==> config.mk <==
export PLATFORM = sky130hd
export DESIGN_NAME = spi_target
export DESIGN_NICKNAME = d
export VERILOG_FILES = /design/src/rtl/spi_target.sv
export SDC_FILE = /design/constraint.sdc
export NUM_CORES = 1
export LEC_CHECK = 0
export CORE_ASPECT_RATIO = 1.1
export CORE_MARGIN = 5
export CORE_UTILIZATION = 52
export CTS_CLUSTER_SIZE = 28
export DETAILED_ROUTE_END_ITERATION = 16
export HOLD_SLACK_MARGIN = 0.06
export PLACE_DENSITY_LB_ADDON = 0.25
export SLEW_MARGIN = 20
export SYNTH_ARGS = -nofsm -noshare
export SYNTH_HDL_FRONTEND = slang
export SYNTH_SLANG_ARGS = --single-unit
==> constraint.sdc <==
create_clock -name clk -period 4.3 [get_ports clk]
set_input_delay 0.43 -clock clk [delete_from_list [all_inputs] [get_ports clk]]
set_output_delay 0.43 -clock clk [all_outputs]
set_load 0.01 [all_outputs]
==> src/rtl/spi_target.sv <==
// spi_target: SPI target, CPHA=1, with TX/RX byte FIFOs on the
// CPU valid/ready IO bus; irq stays high while RX data is pending.
module spi_target #(
  parameter int         FIFO_DEPTH = 4,
  parameter logic       CPOL       = 1'b1,
  parameter logic [7:0] FILL_BYTE  = 8'hFF
) (
  input  logic        clk,
  input  logic        rst_n,
  input  logic        valid,
  output logic        ready,
  input  logic        ctrl,
  input  logic [3:0]  wstrb,
  input  logic [31:0] wdata,
  output logic [31:0] rdata,
  output logic        irq,
  input  logic        spi_cen_i,
  input  logic        spi_sclk_i,
  input  logic        spi_mosi_i,
  output logic        spi_miso_o,
  output logic        spi_miso_oe
);

  localparam int AW = $clog2(FIFO_DEPTH);

  logic [2:0]  cen_r;
  logic [2:0]  sclk_r;
  logic [2:0]  mosi_r;
  logic        frame_active;
  logic [2:0]  bit_cnt;
  logic [6:0]  tx_sh;
  logic [6:0]  rx_sh;
  logic        rx_ovf;
  logic        tx_ovf;

  logic [7:0]  tx_mem [FIFO_DEPTH];
  logic [7:0]  rx_mem [FIFO_DEPTH];
  logic [AW:0] tx_wp;
  logic [AW:0] tx_rp;
  logic [AW:0] rx_wp;
  logic [AW:0] rx_rp;
  logic [AW:0] rx_wp_n;
  logic [AW:0] rx_rp_n;

  logic cen_fall;
  logic cen_rise;
  logic sclk_fall;
  logic sclk_rise;
  logic lead;
  logic trail;
  logic quiet;
  logic spi_lead;
  logic spi_trail;
  logic mosi_bit;

  logic tx_empty;
  logic tx_full;
  logic rx_empty;
  logic rx_full;
  logic [7:0] tx_head;
  logic [7:0] tx_byte;
  logic [7:0] rx_head;
  logic [7:0] rx_byte;

  logic tx_pop;
  logic tx_push_req;
  logic tx_push;
  logic rx_pop;
  logic rx_push_req;
  logic rx_push;

  logic        acc;
  logic        is_rd;
  logic        clr_rx;
  logic        clr_tx;
  logic [31:0] status;
  logic [31:0] rx_word;
  logic [31:0] rd_val;
  logic        unused_wdata;

  assign unused_wdata = ^wdata[31:8];

  // pin synchronizers: [0],[1] sync stages, [2] edge register
  always_ff @(posedge clk) begin
    if (!rst_n) begin
      cen_r  <= 3'b000;
      sclk_r <= {3{CPOL}};
      mosi_r <= 3'b000;
    end else begin
      cen_r  <= {cen_r[1:0], spi_cen_i};
      sclk_r <= {sclk_r[1:0], spi_sclk_i};
      mosi_r <= {mosi_r[1:0], spi_mosi_i};
    end
  end

  assign cen_fall  = cen_r[2] & ~cen_r[1];
  assign cen_rise  = ~cen_r[2] & cen_r[1];
  assign sclk_fall = sclk_r[2] & ~sclk_r[1];
  assign sclk_rise = ~sclk_r[2] & sclk_r[1];
  assign lead      = CPOL ? sclk_fall : sclk_rise;
  assign trail     = CPOL ? sclk_rise : sclk_fall;
  assign mosi_bit  = mosi_r[2];

  assign quiet     = frame_active & ~cen_rise & ~cen_fall;
  assign spi_lead  = lead & quiet;
  assign spi_trail = trail & quiet;

  assign tx_empty = tx_wp == tx_rp;
  assign rx_empty = rx_wp == rx_rp;
  assign tx_full  = (tx_wp[AW] != tx_rp[AW]) &&
                    (tx_wp[AW-1:0] == tx_rp[AW-1:0]);
  assign rx_full  = (rx_wp[AW] != rx_rp[AW]) &&
                    (rx_wp[AW-1:0] == rx_rp[AW-1:0]);
  assign tx_head  = tx_mem[tx_rp[AW-1:0]];
  assign rx_head  = rx_mem[rx_rp[AW-1:0]];
  assign tx_byte  = tx_empty ? FILL_BYTE : tx_head;
  assign rx_byte  = {rx_sh, mosi_bit};

  assign acc   = valid & ~ready;
  assign is_rd = wstrb == 4'b0000;

  assign tx_pop      = spi_lead && (bit_cnt == 3'd0) && !tx_empty;
  assign tx_push_req = acc && !ctrl && wstrb[0];
  assign tx_push     = tx_push_req && (!tx_full || tx_pop);
  assign rx_pop      = acc && !ctrl && is_rd && !rx_empty;
  assign rx_push_req = spi_trail && (bit_cnt == 3'd7);
  assign rx_push     = rx_push_req && (!rx_full || rx_pop);

  assign clr_rx = acc && ctrl && wstrb[0] && wdata[6];
  assign clr_tx = acc && ctrl && wstrb[0] && wdata[5];

  assign rx_wp_n = rx_wp + (AW+1)'(rx_push);
  assign rx_rp_n = rx_rp + (AW+1)'(rx_pop);

  assign status  = {25'b0, rx_ovf, tx_ovf, tx_full, tx_empty,
                    rx_full, rx_empty, frame_active};
  assign rx_word = rx_empty ? 32'h0 : {1'b1, 23'b0, rx_head};
  assign rd_val  = ctrl ? status : rx_word;

  // frame tracking and the MISO/MOSI shift registers
  always_ff @(posedge clk) begin
    if (!rst_n) begin
      frame_active <= 1'b0;
      bit_cnt      <= 3'd0;
      tx_sh        <= 7'd0;
      rx_sh        <= 7'd0;
      spi_miso_o   <= 1'b1;
      spi_miso_oe  <= 1'b0;
    end else begin
      unique case (1'b1)
        cen_rise: begin
          frame_active <= 1'b0;
          bit_cnt      <= 3'd0;
          spi_miso_oe  <= 1'b0;
          spi_miso_o   <= 1'b1;
        end
        cen_fall: begin
          frame_active <= 1'b1;
          bit_cnt      <= 3'd0;
          spi_miso_oe  <= 1'b1;
        end
        spi_lead: begin
          if (bit_cnt == 3'd0) begin
            tx_sh      <= tx_byte[6:0];
            spi_miso_o <= tx_byte[7];
          end else begin
            tx_sh      <= {tx_sh[5:0], 1'b0};
            spi_miso_o <= tx_sh[6];
          end
        end
        spi_trail: begin
          rx_sh   <= rx_byte[6:0];
          bit_cnt <= bit_cnt + 3'd1;
        end
        default: ;
      endcase
    end
  end

  // FIFO pointers; push/pop may coincide on a full FIFO
  always_ff @(posedge clk) begin
    if (!rst_n) begin
      tx_wp <= '0;
      tx_rp <= '0;
      rx_wp <= '0;
      rx_rp <= '0;
    end else begin
      tx_wp <= tx_wp + (AW+1)'(tx_push);
      tx_rp <= tx_rp + (AW+1)'(tx_pop);
      rx_wp <= rx_wp_n;
      rx_rp <= rx_rp_n;
    end
  end

  // FIFO storage
  always_ff @(posedge clk) begin
    if (tx_push) tx_mem[tx_wp[AW-1:0]] <= wdata[7:0];
    if (rx_push) rx_mem[rx_wp[AW-1:0]] <= rx_byte;
  end

  // overflow stickies; a set beats a same-cycle clear
  always_ff @(posedge clk) begin
    if (!rst_n) begin
      rx_ovf <= 1'b0;
      tx_ovf <= 1'b0;
    end else begin
      rx_ovf <= (rx_push_req && !rx_push) ||
                (rx_ovf && !clr_rx);
      tx_ovf <= (tx_push_req && !tx_push) ||
                (tx_ovf && !clr_tx);
    end
  end

  // bus response, one cycle after the access, and irq
  always_ff @(posedge clk) begin
    if (!rst_n) begin
      ready <= 1'b0;
      rdata <= 32'h0;
      irq   <= 1'b0;
    end else begin
      ready <= acc;
      rdata <= (acc && is_rd) ? rd_val : 32'h0;
      irq   <= rx_wp_n != rx_rp_n;
    end
  end

endmodule

==> results.py, run 1 <==
metrics = {
    "status": {
        "status": "finished, final reports clean",
    },
    "critical_path": {
        "r2r_cells": 6,
        "slowest_delay_ps": 670,
        "crit_path_end": "tx_mem[3][5]",
        "reg2reg_from": "cen_r[1]",
        "slowest_stage": "or3b_1",
        "reg2reg_to": "tx_mem[3][5]",
        "start_kind": "flop",
        "crit_required_ps": 4510,
        "worstPathMaxFanout": 20,
        "rrSetupSlack_ps": 1440,
        "cp_cell_sequence": "inv_1, ha_1, or3b_1, or3_1, a2111oi_2, buf_4",
        "worstSetupPathType": "flop to flop",
        "endpoint_kind": "flop",
        "startpoint": "cen_r[1]",
        "cp.arrival_ps": 3070,
    },
    "synthesis": {
        "yosysUniqueCellTypes": 47,
        "synth_edf_count": 64,
        "ys_warn_count": 0,
        "synthAdderAreaFrac_pct": 3.31,
        "synthArstFlopShare_pct": 0,
        "synth_xor_area_share_pct": 2.85,
        "synth.largest_area_cell": "edfxtp_1",
        "syn_inst": 368,
        "synth_common_cells": "edfxtp_1, dfxtp_1, buf_4",
        "ys.flop_type": "edfxtp_1",
        "synth_top_family_by_area": "compound AO/OA/AOI/OAI gates",
        "netlist_area_mm2": 0.00491,
        "avgSynthCellArea_um2": 13.3,
        "ys_ff_latch": 117,
        "ys_top_cells_by_area": "edfxtp_1, dfxtp_1, mux4_2",
        "ys_seq_area_share_pct": 60.7,
        "synth_compound_area_share_pct": 9.89,
        "yosysTopAreaCellShare_pct": 39.1,
        "muxShareOfSynthArea_pct": 7.54,
        "synth.most_common_cell": "edfxtp_1",
        "yosys.area_share.simple_pct": 8.38,
    },
    "clocking": {
        "cts_tree": "yes",
        "clkSlewWorstSetupHoldPaths_ps": 50,
        "clkLatencyLatePin_ps": 510,
        "cts_repair_resize_count": 0,
        "clock_tree.root_cell": "clkbuf_8",
        "cts_buffers": 17,
        "post_cts_buffers": 0,
        "cts_num_sinks": 117,
        "htreeDepth": 4,
        "clock_path_buffers": 2,
        "postCtsHoldBufs": 0,
    },
    "layout": {
        "drive_above_1_share_pct": 15.1,
        "syn2layout_area_growth_pct": 19.1,
        "n_antenna_cell": 0,
        "finalNetCount": 461,
        "design_area_mm2": 0.00585,
        "fillers": 699,
    },
    "global_route": {
        "grt_max_degree": 35,
        "grt_pass1_wl_mm": 14.4,
        "antenna_found_initial": 0,
        "grt_overflow": 0,
        "grt_pass1_vias": 2950,
        "gr-usage-all-layers_pct": 16.8,
    },
    "worst_hold_path": {
        "worstHoldPathType": "flop to flop",
    },
    "timing": {
        "hold_viol_final": 0,
        "rsz0062_at_grt": "false",
        "max_freq_mhz": 350,
        "tightest_slew_ps": 787,
        "skew_ps": 3.68,
        "post-route-period-util_pct": 66.4,
        "min_period_ps": 2860,
        "fin_setup_tns_ps": 0,
        "slew_headroom_pct": 47.2,
        "finalSetupViolCount": 0,
        "maxSlewViolCount": 0,
    },
    "floorplan": {
        "die_h_um": 112,
        "num_rows": 37,
        "io_pins": 79,
        "initial_core_util_pct": 52.8,
        "die-area_mm2": 0.0115,
        "coreArea_mm2": 0.00931,
        "die_w_um": 103,
    },
    "routing": {
        "first_pass_iters": 4,
        "antenna_left": 0,
        "totalWireLength_mm": 9.05,
        "wl_per_cell_um": 16.9,
        "vias_per_cell": 5.47,
        "vias": 2925,
        "drt_iter0_drc": 142,
        "drc": 0,
    },
    "pwr": {
        "ir_worst_vdd_mv": 0.324,
        "power.leakage_uw": 0.00210,
        "powerDensity_mw_per_mm2": 446,
    },
    "placed_design": {
        "hpwl_mm": 6.17,
        "place_area_mm2": 0.00527,
        "port_buffers": 31,
        "place.gp.congestion": 0.747,
    },
    "flow_run": {
        "drv_cap": 0,
    },
}
## flip-flops by register name, summed over array words and instances (netlist names)
name,flops
mosi_r,3
frame_active,1
rx_ovf,1
rdata,9
rx_rp,3
tx_wp,3
rx_mem,32
rx_sh,7
tx_sh,7
sclk_r,3
irq,1
cen_r,3
rx_wp,3
spi_miso_o,1
tx_mem,32
ready,1
tx_ovf,1
tx_rp,3
bit_cnt,3
## how the worst min path moves through the flow
stage / end / cells after the start / from
after floorplan: sclk_r[1] / 1 / sclk_r[0]
after global placement: mosi_r[2] / 1 / mosi_r[1]
after detailed placement: mosi_r[1] / 1 / mosi_r[0]
after CTS: mosi_r[1] / 1 / mosi_r[0]
after global routing: mosi_r[1] / 1 / mosi_r[0]
final: mosi_r[2] / 1 / mosi_r[1]
## where the power goes
| part | switching [uW] | leakage, uW | internal, uW | total, uW |
|---|---|---|---|---|
| registers | 3.99 | 0.00101 | 1180 | 1190 |
| clock network | 478 | 0.000286 | 876 | 1350 |
| logic | 41.4 | 0.000801 | 27.3 | 68.7 |
| total | 523 | 0.00210 | 2080 | 2610 |
## worst max-delay path: cells and delay by family, from the launching register on
| family | cells | cell delay, ps |
|---|---|---|
| DFF | 1 | 330 |
| buffers and inverters | 2 | 320 |
| and+or+nand+nor | 2 | 1300 |
| AOI/OAI and AO/OA | 1 | 380 |
| adders and majority gates | 1 | 230 |
## layout by cell type (no fill, tap or decap), types with 7 or more instances in the layout
cell type	count
buf_4	10
edfxtp_1	64
inv_1	20
nand3_1	20
clkbuf_16	16
a21oi_1	13
nand2b_1	7
a31oi_1	9
o21ai_0	7
dfxtp_1	53
clkdlybuf4s50_1	31
o211ai_1	9
ha_1	13
xnor2_1	12
and2_1	13
nor2_1	8
conb_1	23
mux4_2	16
## final cells by class
type | count | area, um2 | area share [%]
Clock buffer | 18 | 418 | 7.14
Clock inverter | 14 | 161 | 2.76
Inverter | 21 | 78.8 | 1.35
Multi-Input combinational cell | 207 | 1680 | 28.7
Sequential cell | 117 | 2980 | 51.0
Tap cell | 117 | 146 | 2.50
Timing Repair Buffer | 41 | 385 | 6.59
## per-stage QoR
stage	power [uW]	worst slack [ps]	util [%]	hold slack (ps)	std cells
floorplan	1260	1250	-	386	390
global placement	1270	1280	56.6	415	503
detailed placement	1280	1270	56.6	417	503
CTS	2630	1440	62.9	431	535
global route	2700	1300	62.9	440	535
finish	2610	1440	62.9	429	535
## routing by layer
metal  track usage [%]  wire (um)
met1              19.2       3640
met5                 0          0
met3              6.02        347
met2              28.7       4970
met4              5.77         93
## kinds of logic (layout without fill, tap and decap cells)
logic type,Yosys count,after routing
and+or+nand+nor,72,72
other,1,23
AOI/OAI and AO/OA,66,66
DFF,117,117
muxes,17,17
buffers and inverters,66,94
adders and majority gates,13,13
xor gates and xnor gates,16,16
(Power assumes the default switching activity.)
==> run 2, diff against run 1 <==
Settings changed: CORE_UTILIZATION 52 to 48.
Clock period 4.3 ns to 2.4 ns, I/O delays scaled along.
==> results.py, run 2 (same netlist as run 1, synthesis figures left out) <==
metrics = {
    "status": {
        "status": "finished, final reports clean",
    },
    "critical_path": {
        "cp.arrival_ps": 2570,
        "worstPathMaxFanout": 8,
        "worstSetupPathType": "flop to flop",
        "slowest_delay_ps": 390,
        "cp_cell_sequence": "inv_2, ha_4, or3b_4, or3_4, buf_12, a2111oi_4, buf_6",
        "crit_required_ps": 2620,
        "endpoint_kind": "flop",
        "slowest_stage": "or3b_4",
        "start_kind": "flop",
    },
    "clocking": {
        "clock_tree.root_cell": "clkbuf_8",
        "cts_tree": "yes",
        "clkLatencyLatePin_ps": 510,
        "postCtsHoldBufs": 0,
        "htreeDepth": 4,
        "clkSlewWorstSetupHoldPaths_ps": 60,
        "cts_buffers": 17,
        "cts_num_sinks": 117,
        "clock_path_buffers": 2,
    },
    "global_route": {
        "grt_max_degree": 28,
        "antenna_found_initial": 0,
        "gr-usage-all-layers_pct": 16.3,
        "grt_pass1_vias": 2992,
        "grt_overflow": 0,
        "grt_pass1_wl_mm": 14.9,
    },
    "pwr": {
        "p_switching_uw": 943,
        "ir_worst_vdd_mv": 0.598,
        "seqPwrFrac_pct": 46.7,
        "p_comb_share_pct": 3.0,
        "power.leakage_uw": 0.00219,
        "pwr-share-clk_pct": 50.3,
        "p_int_uw": 3610,
        "powerDensity_mw_per_mm2": 746,
        "netSwitchingFraction_pct": 20.7,
    },
    "routing": {
        "first_pass_iters": 4,
        "routed.top_layer": "met4",
        "totalWireLength_mm": 9.38,
        "antenna_left": 0,
        "wl_per_cell_um": 16.8,
        "wl_met3_um": 491,
        "met2_length_mm": 4.98,
        "drt_iter0_drc": 158,
        "vias": 3045,
        "vias_per_cell": 5.46,
        "drc": 0,
        "drt-met1-wl_mm": 3.82,
    },
    "timing": {
        "min_period_ps": 2350,
        "post-route-period-util_pct": 97.7,
        "rsz0062_at_grt": "true",
        "finalSetupViolCount": 0,
        "fin_setup_tns_ps": 0,
        "hold_viol_final": 0,
        "max_freq_mhz": 426,
        "skew_ps": 8.25,
        "maxSlewViolCount": 0,
        "slew_headroom_pct": 54.9,
        "tightest_slew_ps": 675,
    },
    "placed_design": {
        "place.gp.congestion": 0.740,
        "hpwl_mm": 6.53,
        "port_buffers": 31,
    },
    "floorplan": {
        "die_h_um": 116,
        "initial_core_util_pct": 49.4,
        "coreArea_mm2": 0.00994,
        "die_w_um": 106,
        "num_rows": 38,
        "die-area_mm2": 0.0124,
        "io_pins": 79,
    },
    "worst_hold_path": {
        "worstHoldPathType": "input pin to flop",
    },
    "layout": {
        "syn2layout_area_growth_pct": 24.2,
        "drive_above_1_share_pct": 21.2,
        "fillers": 752,
        "layout.cells.most_common": "edfxtp_1",
        "postLayoutCoreUtil_pct": 61.4,
        "layout_common_cells": "edfxtp_1, dfxtp_1, clkdlybuf4s50_1",
        "n_antenna_cell": 0,
        "finalNetCount": 481,
    },
    "flow_run": {
        "drv_cap": 0,
    },
}
## run 2: layout make-up
| type | instances | area [um2] | area share [%] |
|---|---|---|---|
| repair buffers | 61 | 559 | 9.17 |
| multi-input cells | 207 | 1770 | 29.1 |
| clock inverters | 10 | 100 | 1.64 |
| inverters | 21 | 78.8 | 1.29 |
| flip-flops and latches | 117 | 2990 | 48.9 |
| clock buffers | 22 | 453 | 7.43 |
| well taps | 120 | 150 | 2.46 |
## run 2: critical path: cells and delay by family (launching register included)
family / cells / cell delay [ps]
AO/OA/AOI/OAI: 1 / 360
adder cells (fa/ha/maj): 1 / 150
buffers and inverters: 3 / 410
flip-flops: 1 / 350
AND/OR/NAND/NOR: 2 / 780
## run 2: layer usage
metal / GRT usage (%) / vias up
met5: 0 / -
met4: 4.86 / 0
met3: 6.35 / 12
met2: 28.5 / 86
met1: 18.6 / 1488
li1: - / 1459
## run 2: power by group through the flow
stage                     Combinational [uW]  Clock [uW]  Sequential, uW
final                                    137        2290            2130
after global routing                     149        2440            2130
after CTS                                133        2340            2120
after global placement                   130           0            2170
after detailed placement                 132           0            2170
after floorplan                         97.5           0            2160
## run 2: stage by stage
step                setup WS, ps  instance area [um2]  hold slack (ps)  std cells  power (uW)
floorplan                   -286                 5070              339        390        2260
global placement            6.83                 5460              402        524        2300
detailed placement         -45.6                 5460              416        524        2300
CTS                     -0.00155                 6020              261        556        4590
global route               -15.3                 6100              271        558        4720
finish                      54.8                 6100              287        558        4550
## run 2: final timing paths
| path | from | to | slack, ps | cells past startpoint |
|---|---|---|---|---|
| hold / removal | spi_sclk_i | sclk_r[0] | 290 | 2 |
| setup reg to reg | cen_r[2] | tx_mem[2][0] | 50 | 7 |
| setup / recovery | cen_r[2] | tx_mem[2][0] | 50 | 7 |
| hold reg to reg | sclk_r[0] | sclk_r[1] | 430 | 1 |
## run 2: timing repair
item,in CTS,in global routing
setup endpoints to repair,24,70
setup buffers,0,2
pin swaps,0,4
resized for setup,3,16
